<file path="src/rtl/mem_req_arbiter_if.sv">
// Requester-side and memory-side signals of mem_req_arbiter.
// slave = arbiter view, master = requesters plus memory (the environment).
interface mem_req_arbiter_if #(
  parameter int NREQ = 2
);
  logic [NREQ-1:0]    req_vld;
  logic [NREQ-1:0]    req_rdy;
  logic [40*NREQ-1:0] req_addr;
  logic [5*NREQ-1:0]  req_cmd;
  logic [3*NREQ-1:0]  req_typ;
  logic [64*NREQ-1:0] req_data;
  logic [NREQ-1:0]    resp_vld;
  logic [63:0]        resp_data;

  logic               mem_req_vld;
  logic               mem_req_rdy;
  logic [39:0]        mem_req_addr;
  logic [4:0]         mem_req_cmd;
  logic [2:0]         mem_req_typ;
  logic [63:0]        mem_req_data;
  logic               mem_resp_vld;
  logic [63:0]        mem_resp_data;
  logic [63:0]        mem_resp_store_data;

  modport slave (
    input  req_vld, req_addr, req_cmd, req_typ, req_data,
    input  mem_req_rdy, mem_resp_vld, mem_resp_data, mem_resp_store_data,
    output req_rdy, resp_vld, resp_data,
    output mem_req_vld, mem_req_addr, mem_req_cmd, mem_req_typ, mem_req_data
  );

  modport master (
    output req_vld, req_addr, req_cmd, req_typ, req_data,
    output mem_req_rdy, mem_resp_vld, mem_resp_data, mem_resp_store_data,
    input  req_rdy, resp_vld, resp_data,
    input  mem_req_vld, mem_req_addr, mem_req_cmd, mem_req_typ, mem_req_data
  );
endinterface

</file>
<file path="src/rtl/mem_req_arbiter.sv">
// Shares one memory port between NREQ requesters, one transaction in flight at a time.
// Define MEM_REQ_ARBITER_ROUND_ROBIN_EN for round-robin arbitration (default: fixed priority).
module mem_req_arbiter #(
  parameter int NREQ    = 2,
  parameter int OWNER_W = 3
) (
  input  logic               clk,
  input  logic               rst,
  mem_req_arbiter_if.slave   bus,
  output logic               busy_o,
  output logic [OWNER_W-1:0] owner_o,
  output logic               err_spurious_o
);

  typedef enum logic [1:0] {IDLE, ISSUE, WAIT, RESP} state_e;

  localparam logic [4:0] CMD_STORE = 5'd1;

  state_e             state_q;
  logic [OWNER_W-1:0] owner_q;
  logic [39:0]        addr_q;
  logic [4:0]         cmd_q;
  logic [2:0]         typ_q;
  logic [63:0]        data_q;
  logic               mem_req_vld_q;
  logic [NREQ-1:0]    resp_vld_q;
  logic [63:0]        resp_data_q;
  logic               err_spurious_q;

  logic               any_vld;
  logic [OWNER_W-1:0] win_idx;
  logic [39:0]        sel_addr;
  logic [4:0]         sel_cmd;
  logic [2:0]         sel_typ;
  logic [63:0]        sel_data;

`ifdef MEM_REQ_ARBITER_ROUND_ROBIN_EN
  logic [OWNER_W-1:0] rr_q;
  logic [OWNER_W-1:0] rr_d;
  logic [NREQ-1:0]    rot_vld;
  logic [OWNER_W:0]   rr_sum;
`endif

  // Winner selection and field mux for the requester that would be granted this cycle.
  always_comb begin
    // NOTE: every always_comb output gets a default first so no path leaves it unassigned (no latch).
    any_vld  = 1'b0;
    win_idx  = '0;
    sel_addr = '0;
    sel_cmd  = '0;
    sel_typ  = '0;
    sel_data = '0;
`ifdef MEM_REQ_ARBITER_ROUND_ROBIN_EN
    // Rotate so bit 0 is requester rr_q, pick the lowest set bit, then undo the rotation.
    rot_vld = NREQ'({bus.req_vld, bus.req_vld} >> rr_q);
    rr_sum  = '0;
    for (int k = NREQ - 1; k >= 0; k--) begin
      if (rot_vld[k]) begin
        any_vld = 1'b1;
        rr_sum  = {1'b0, rr_q} + (OWNER_W + 1)'(k);
      end
    end
    if (rr_sum >= (OWNER_W + 1)'(NREQ)) begin
      rr_sum = rr_sum - (OWNER_W + 1)'(NREQ);
    end
    win_idx = rr_sum[OWNER_W-1:0];
    rr_d    = (win_idx == OWNER_W'(NREQ - 1)) ? '0 : win_idx + 1'b1;
`else
    for (int k = NREQ - 1; k >= 0; k--) begin
      if (bus.req_vld[k]) begin
        any_vld = 1'b1;
        win_idx = OWNER_W'(k);
      end
    end
`endif
    for (int k = 0; k < NREQ; k++) begin
      if (win_idx == OWNER_W'(k)) begin
        sel_addr = bus.req_addr[k*40 +: 40];
        sel_cmd  = bus.req_cmd[k*5 +: 5];
        sel_typ  = bus.req_typ[k*3 +: 3];
        sel_data = bus.req_data[k*64 +: 64];
      end
    end
  end

  // Accept strobe is gated by rst so a requester never sees a grant that reset discards.
  assign bus.req_rdy = (!rst && state_q == IDLE && any_vld) ? (NREQ'(1) << win_idx) : '0;

  // NOTE: all state here uses non-blocking assignments so every register samples pre-edge values.
  always_ff @(posedge clk) begin
    if (rst) begin
      state_q        <= IDLE;
      owner_q        <= '0;
      addr_q         <= '0;
      cmd_q          <= '0;
      typ_q          <= '0;
      data_q         <= '0;
      mem_req_vld_q  <= 1'b0;
      resp_vld_q     <= '0;
      resp_data_q    <= '0;
      err_spurious_q <= 1'b0;
`ifdef MEM_REQ_ARBITER_ROUND_ROBIN_EN
      rr_q           <= '0;
`endif
    end else begin
      resp_vld_q <= '0;
      // Only WAIT expects a memory response; anything else is flagged and dropped.
      if (bus.mem_resp_vld && state_q != WAIT) begin
        err_spurious_q <= 1'b1;
      end
      unique case (state_q)
        IDLE: begin
          if (any_vld) begin
            owner_q       <= win_idx;
            addr_q        <= sel_addr;
            cmd_q         <= sel_cmd;
            typ_q         <= sel_typ;
            data_q        <= sel_data;
            mem_req_vld_q <= 1'b1;
            state_q       <= ISSUE;
`ifdef MEM_REQ_ARBITER_ROUND_ROBIN_EN
            rr_q          <= rr_d;
`endif
          end
        end
        ISSUE: begin
          if (bus.mem_req_rdy) begin
            mem_req_vld_q <= 1'b0;
            state_q       <= WAIT;
          end
        end
        WAIT: begin
          if (bus.mem_resp_vld) begin
            resp_data_q <= (cmd_q == CMD_STORE) ? bus.mem_resp_store_data : bus.mem_resp_data;
            resp_vld_q  <= NREQ'(1) << owner_q;
            state_q     <= RESP;
          end
        end
        RESP: begin
          state_q <= IDLE;
        end
        default: begin
          state_q <= IDLE;
        end
      endcase
    end
  end

  assign bus.mem_req_vld  = mem_req_vld_q;
  assign bus.mem_req_addr = addr_q;
  assign bus.mem_req_cmd  = cmd_q;
  assign bus.mem_req_typ  = typ_q;
  assign bus.mem_req_data = data_q;
  assign bus.resp_vld     = resp_vld_q;
  assign bus.resp_data    = resp_data_q;
  assign busy_o           = (state_q != IDLE);
  assign owner_o          = owner_q;
  assign err_spurious_o   = err_spurious_q;

endmodule
</file>
<file path="src/flat_wrapper.sv">
// flat-port wrapper written by rule: the top's interface ports become plain ports
module mem_req_arbiter_flat 
#(
  parameter int NREQ    = 2,
  parameter int OWNER_W = 3
)
  (clk, rst, busy_o, owner_o, err_spurious_o, bus_req_vld, bus_req_addr, bus_req_cmd, bus_req_typ, bus_req_data, bus_mem_req_rdy, bus_mem_resp_vld, bus_mem_resp_data, bus_mem_resp_store_data, bus_req_rdy, bus_resp_vld, bus_resp_data, bus_mem_req_vld, bus_mem_req_addr, bus_mem_req_cmd, bus_mem_req_typ, bus_mem_req_data);
  mem_req_arbiter_if #(.NREQ(NREQ)) bus_i ();
  input  logic clk;
  input  logic rst;
  output logic busy_o;
  output logic [OWNER_W-1:0] owner_o;
  output logic err_spurious_o;
  input wire logic [$bits(bus_i.req_vld)-1:0] bus_req_vld;
  input wire logic [$bits(bus_i.req_addr)-1:0] bus_req_addr;
  input wire logic [$bits(bus_i.req_cmd)-1:0] bus_req_cmd;
  input wire logic [$bits(bus_i.req_typ)-1:0] bus_req_typ;
  input wire logic [$bits(bus_i.req_data)-1:0] bus_req_data;
  input wire logic [$bits(bus_i.mem_req_rdy)-1:0] bus_mem_req_rdy;
  input wire logic [$bits(bus_i.mem_resp_vld)-1:0] bus_mem_resp_vld;
  input wire logic [$bits(bus_i.mem_resp_data)-1:0] bus_mem_resp_data;
  input wire logic [$bits(bus_i.mem_resp_store_data)-1:0] bus_mem_resp_store_data;
  output wire logic [$bits(bus_i.req_rdy)-1:0] bus_req_rdy;
  output wire logic [$bits(bus_i.resp_vld)-1:0] bus_resp_vld;
  output wire logic [$bits(bus_i.resp_data)-1:0] bus_resp_data;
  output wire logic [$bits(bus_i.mem_req_vld)-1:0] bus_mem_req_vld;
  output wire logic [$bits(bus_i.mem_req_addr)-1:0] bus_mem_req_addr;
  output wire logic [$bits(bus_i.mem_req_cmd)-1:0] bus_mem_req_cmd;
  output wire logic [$bits(bus_i.mem_req_typ)-1:0] bus_mem_req_typ;
  output wire logic [$bits(bus_i.mem_req_data)-1:0] bus_mem_req_data;
  assign bus_i.req_vld = bus_req_vld;
  assign bus_i.req_addr = bus_req_addr;
  assign bus_i.req_cmd = bus_req_cmd;
  assign bus_i.req_typ = bus_req_typ;
  assign bus_i.req_data = bus_req_data;
  assign bus_i.mem_req_rdy = bus_mem_req_rdy;
  assign bus_i.mem_resp_vld = bus_mem_resp_vld;
  assign bus_i.mem_resp_data = bus_mem_resp_data;
  assign bus_i.mem_resp_store_data = bus_mem_resp_store_data;
  assign bus_req_rdy = bus_i.req_rdy;
  assign bus_resp_vld = bus_i.resp_vld;
  assign bus_resp_data = bus_i.resp_data;
  assign bus_mem_req_vld = bus_i.mem_req_vld;
  assign bus_mem_req_addr = bus_i.mem_req_addr;
  assign bus_mem_req_cmd = bus_i.mem_req_cmd;
  assign bus_mem_req_typ = bus_i.mem_req_typ;
  assign bus_mem_req_data = bus_i.mem_req_data;
  mem_req_arbiter #(.NREQ(NREQ), .OWNER_W(OWNER_W)) u_core (.clk(clk), .rst(rst), .bus(bus_i), .busy_o(busy_o), .owner_o(owner_o), .err_spurious_o(err_spurious_o));
endmodule
</file>
<file path="config.mk">
export PLATFORM = sky130hd
export DESIGN_NAME = mem_req_arbiter_flat
export DESIGN_NICKNAME = d
export VERILOG_FILES = /design/src/rtl/mem_req_arbiter_if.sv /design/src/rtl/mem_req_arbiter.sv /design/src/flat_wrapper.sv
export SDC_FILE = /design/constraint.sdc
export NUM_CORES = 1
export LEC_CHECK = 0
export BUFFER_PORTS_ARGS = -buffer_cell sky130_fd_sc_hd__buf_2
export CORE_AREA = 5 5 208 210
export DETAILED_ROUTE_END_ITERATION = 8
export DIE_AREA = 0 0 213 215
export PLACE_DENSITY = 0.45
export SYNTH_ARGS = -nofsm -noshare
export SYNTH_HDL_FRONTEND = slang
export SYNTH_SLANG_ARGS = --single-unit
</file>
<file path="constraint.sdc">
create_clock -name clk -period 2 [get_ports clk]
set_input_delay 0 -clock clk [delete_from_list [all_inputs] [get_ports clk]]
set_output_delay 0 -clock clk [all_outputs]
set_load 0.01 [all_outputs]
</file>
==> run metrics <==
DIE AREA=roughly 0.046 mm2; Reg power frac=0.335; max frequency=~0.55 GHz; GRT Util Overall=0.158; CP startpoint kind=register; max-cap violation count=0; routability cong.=0.785; Reg area=0.00367 mm2; minimum clock period=around 1.8 ns; Layout Nets=2184; Worst Path Max Fanout=82; CTS HTree Levels=4; critical path required time=2.35 ns; setup TNS=0 ns; vias=10286; num rows=75; Post-Synthesis Cells=975; Netlist cell types=26; dominant synthesized flop cell=dfxtp_1; vias per cell=4.33; Logic pwr share=0.447; most common cell in the netlist=dfxtp_1; area grow syn2layout=87.6%; pre-CTS setup slack=between 0.2 and 0.25 ns; Clock Root Buffer=clkbuf_16; antenna violations before repair=3; Starting Density=0.208; DRC Markers=0; CTS Sinks=around 180; average wire per standard cell=about 16 um; period utilization=0.916; number of setup violations in the final report=0; clk slew on worst S/H paths=0.07 ns; Syn Std Cell Area=0.00859 mm2; leak pwr=7.37 nW; total gr overflow=0; EDFF count, synth=0; clock buffer depth=2; I/O Buffers=541; sw power=0.00634 W; sw frac=0.388; Worst Skew=0.00914 ns; critical path arrival=2.19 ns; synthesized area per cell=8.81 um2; final hold violation count=0; Clk Latency, worst-skew pair=0.44 ns; crit end category=register; Max VDD drop=0.431 mV; Total Wirelength=37.6 mm; DR iter-0 viols=484; Pwr Density=1010 mW/mm2; worst min-delay path class=primary input to register; top cells by area, synth=dfxtp_1 43%, a211oi_1 15%, mux2i_1 13%; RSZ-0062 raised after global routing=false; critical path type=register to register; outcome=completed; Worst Slack Setup Final=roughly 0.17 ns; CTS Buf Count=17; I/O Pins=544; #FFs+latches synth=183; CTS tree=yes; top cell type by total area after synthesis=dfxtp_1; antenna viol nets, final=0; DIE HEIGHT=215 um; Yosys top cell area share=0.427; Async S/R FF share, synth=0; Slew Limit Fails=0; Post-synth top cells=183 x dfxtp_1, 178 x nor2_1, 176 x a211oi_1, 113 x mux2i_1, 70 x clkbuf_1; largest net degree at the start of global routing=83; first-pass GRT wire length=about 58 mm; fillcell total=4111; drt first pass iters=4; synth warn=0; Die X=213 um; layout cells sized above 1=0.334; Internal Power=around 0.010 W; Core Area=approximately 0.041 mm2; vias in the first global route=about 11000; DP HPWL=26.8 mm; area occupied by multi-input gates=about 0.0042 mm2; Seq/Total Area, Yosys=0.427; clock share of power=0.218
## routing by layer
metal / track usage / vias up / wire length (um)
met5: 0 / - / 0
met4: 0.0576 / 0 / 1130
met3: 0.0468 / 69 / 2890
met2: 0.275 / 388 / 18300
met1: 0.182 / 4638 / 15300
li1: - / 5191 / -
## cell type report
class                      count  area share
tap                          539      0.0419
clock inverter                14      0.0102
multi-input combinational    621       0.261
timing repair buffer         931       0.415
inverter                      69      0.0161
clock buffer                  18      0.0273
antenna                        2    0.000311
sequential                   183       0.228
## layout by cell type (no fill, tap or decap), types with 3 or more instances in the layout
| cell | n |
|---|---|
| o21ai_0 | 65 |
| dfxtp_1 | 182 |
| o31a_1 | 65 |
| clkbuf_16 | 17 |
| mux2i_1 | 113 |
| inv_1 | 69 |
| nor2_1 | 178 |
| buf_2 | 540 |
| clkinvlp_4 | 4 |
| buf_4 | 22 |
| dlygate4sd3_1 | 355 |
| a211oi_1 | 176 |
| and3_1 | 3 |
| inv_6 | 3 |
| inv_8 | 3 |
| ha_1 | 3 |
| buf_12 | 13 |
## metrics by stage
step	cell area [um2]	hold slack [ns]	instances	utilization	power [W]
global route	16100	0.0759	2376	0.389	0.0176
global placement	11900	0.269	1986	0.288	0.0122
detailed placement	11900	0.276	1986	0.288	0.0122
finish	16100	0.0587	2377	0.389	0.0163
CTS	16100	0.0176	2375	0.389	0.0166
floorplan	8590	0.145	976	-	0.00946
## kinds of logic after synthesis
kind of cell / Yosys count / synth area share
AO/OA/AOI/OAI: 312 / 0.263
adder cells (fa/ha/maj): 3 / 0.00437
buffers and inverters: 172 / 0.0855
flip-flops: 183 / 0.427
multiplexers: 113 / 0.132
other: 1 / 0.000437
AND/OR/NAND/NOR: 191 / 0.0884
## state kept, by name, summed over array words and instances, names as in the netlist
| register | cells |
|---|---|
| u_core.bus.mem_req_data | 64 |
| u_core.owner_o | 1 |
| u_core.state_q | 2 |
| u_core.bus.mem_req_typ | 3 |
| u_core.bus.resp_vld | 2 |
| u_core.err_spurious_o | 1 |
| u_core.bus.mem_req_cmd | 5 |
| u_core.bus.mem_req_addr | 40 |
| u_core.bus.resp_data | 64 |
| u_core.bus.mem_req_vld | 1 |
## power groups by stage
stage	sequential (W)	combinational (W)	clock, W
after floorplan	0.00601	0.00345	0
after global placement	0.00550	0.00665	0
after detailed placement	0.00554	0.00670	0
after CTS	0.00548	0.00736	0.00371
after global routing	0.00562	0.00809	0.00388
final	0.00547	0.00730	0.00355
## worst paths after layout
kind | cells past startpoint | to | startpoint | slack, ns
max | 4 | u_core.bus.resp_data[37] | u_core.bus.mem_req_cmd[4] | 0.17
min | 4 | u_core.bus.mem_req_vld | bus_req_vld[0] | 0.06
max reg2reg | 4 | u_core.bus.resp_data[37] | u_core.bus.mem_req_cmd[4] | 0.17
min reg2reg | 2 | u_core.err_spurious_o | u_core.err_spurious_o | 0.48
## critical path: stages (launching register included)
cell      delay, ns
dfxtp_1        0.32
or4b_4         0.62
buf_12         0.23
o31a_1         0.28
a211oi_1       0.24
## what timing repair did
item	CTS	global route
hold endpoints to repair	180	0
gates resized for setup	0	0
setup endpoints to repair	1	0
setup buffers	2	0
hold buffers	355	0
No activity file was read; power rests on OpenSTA's default activity.
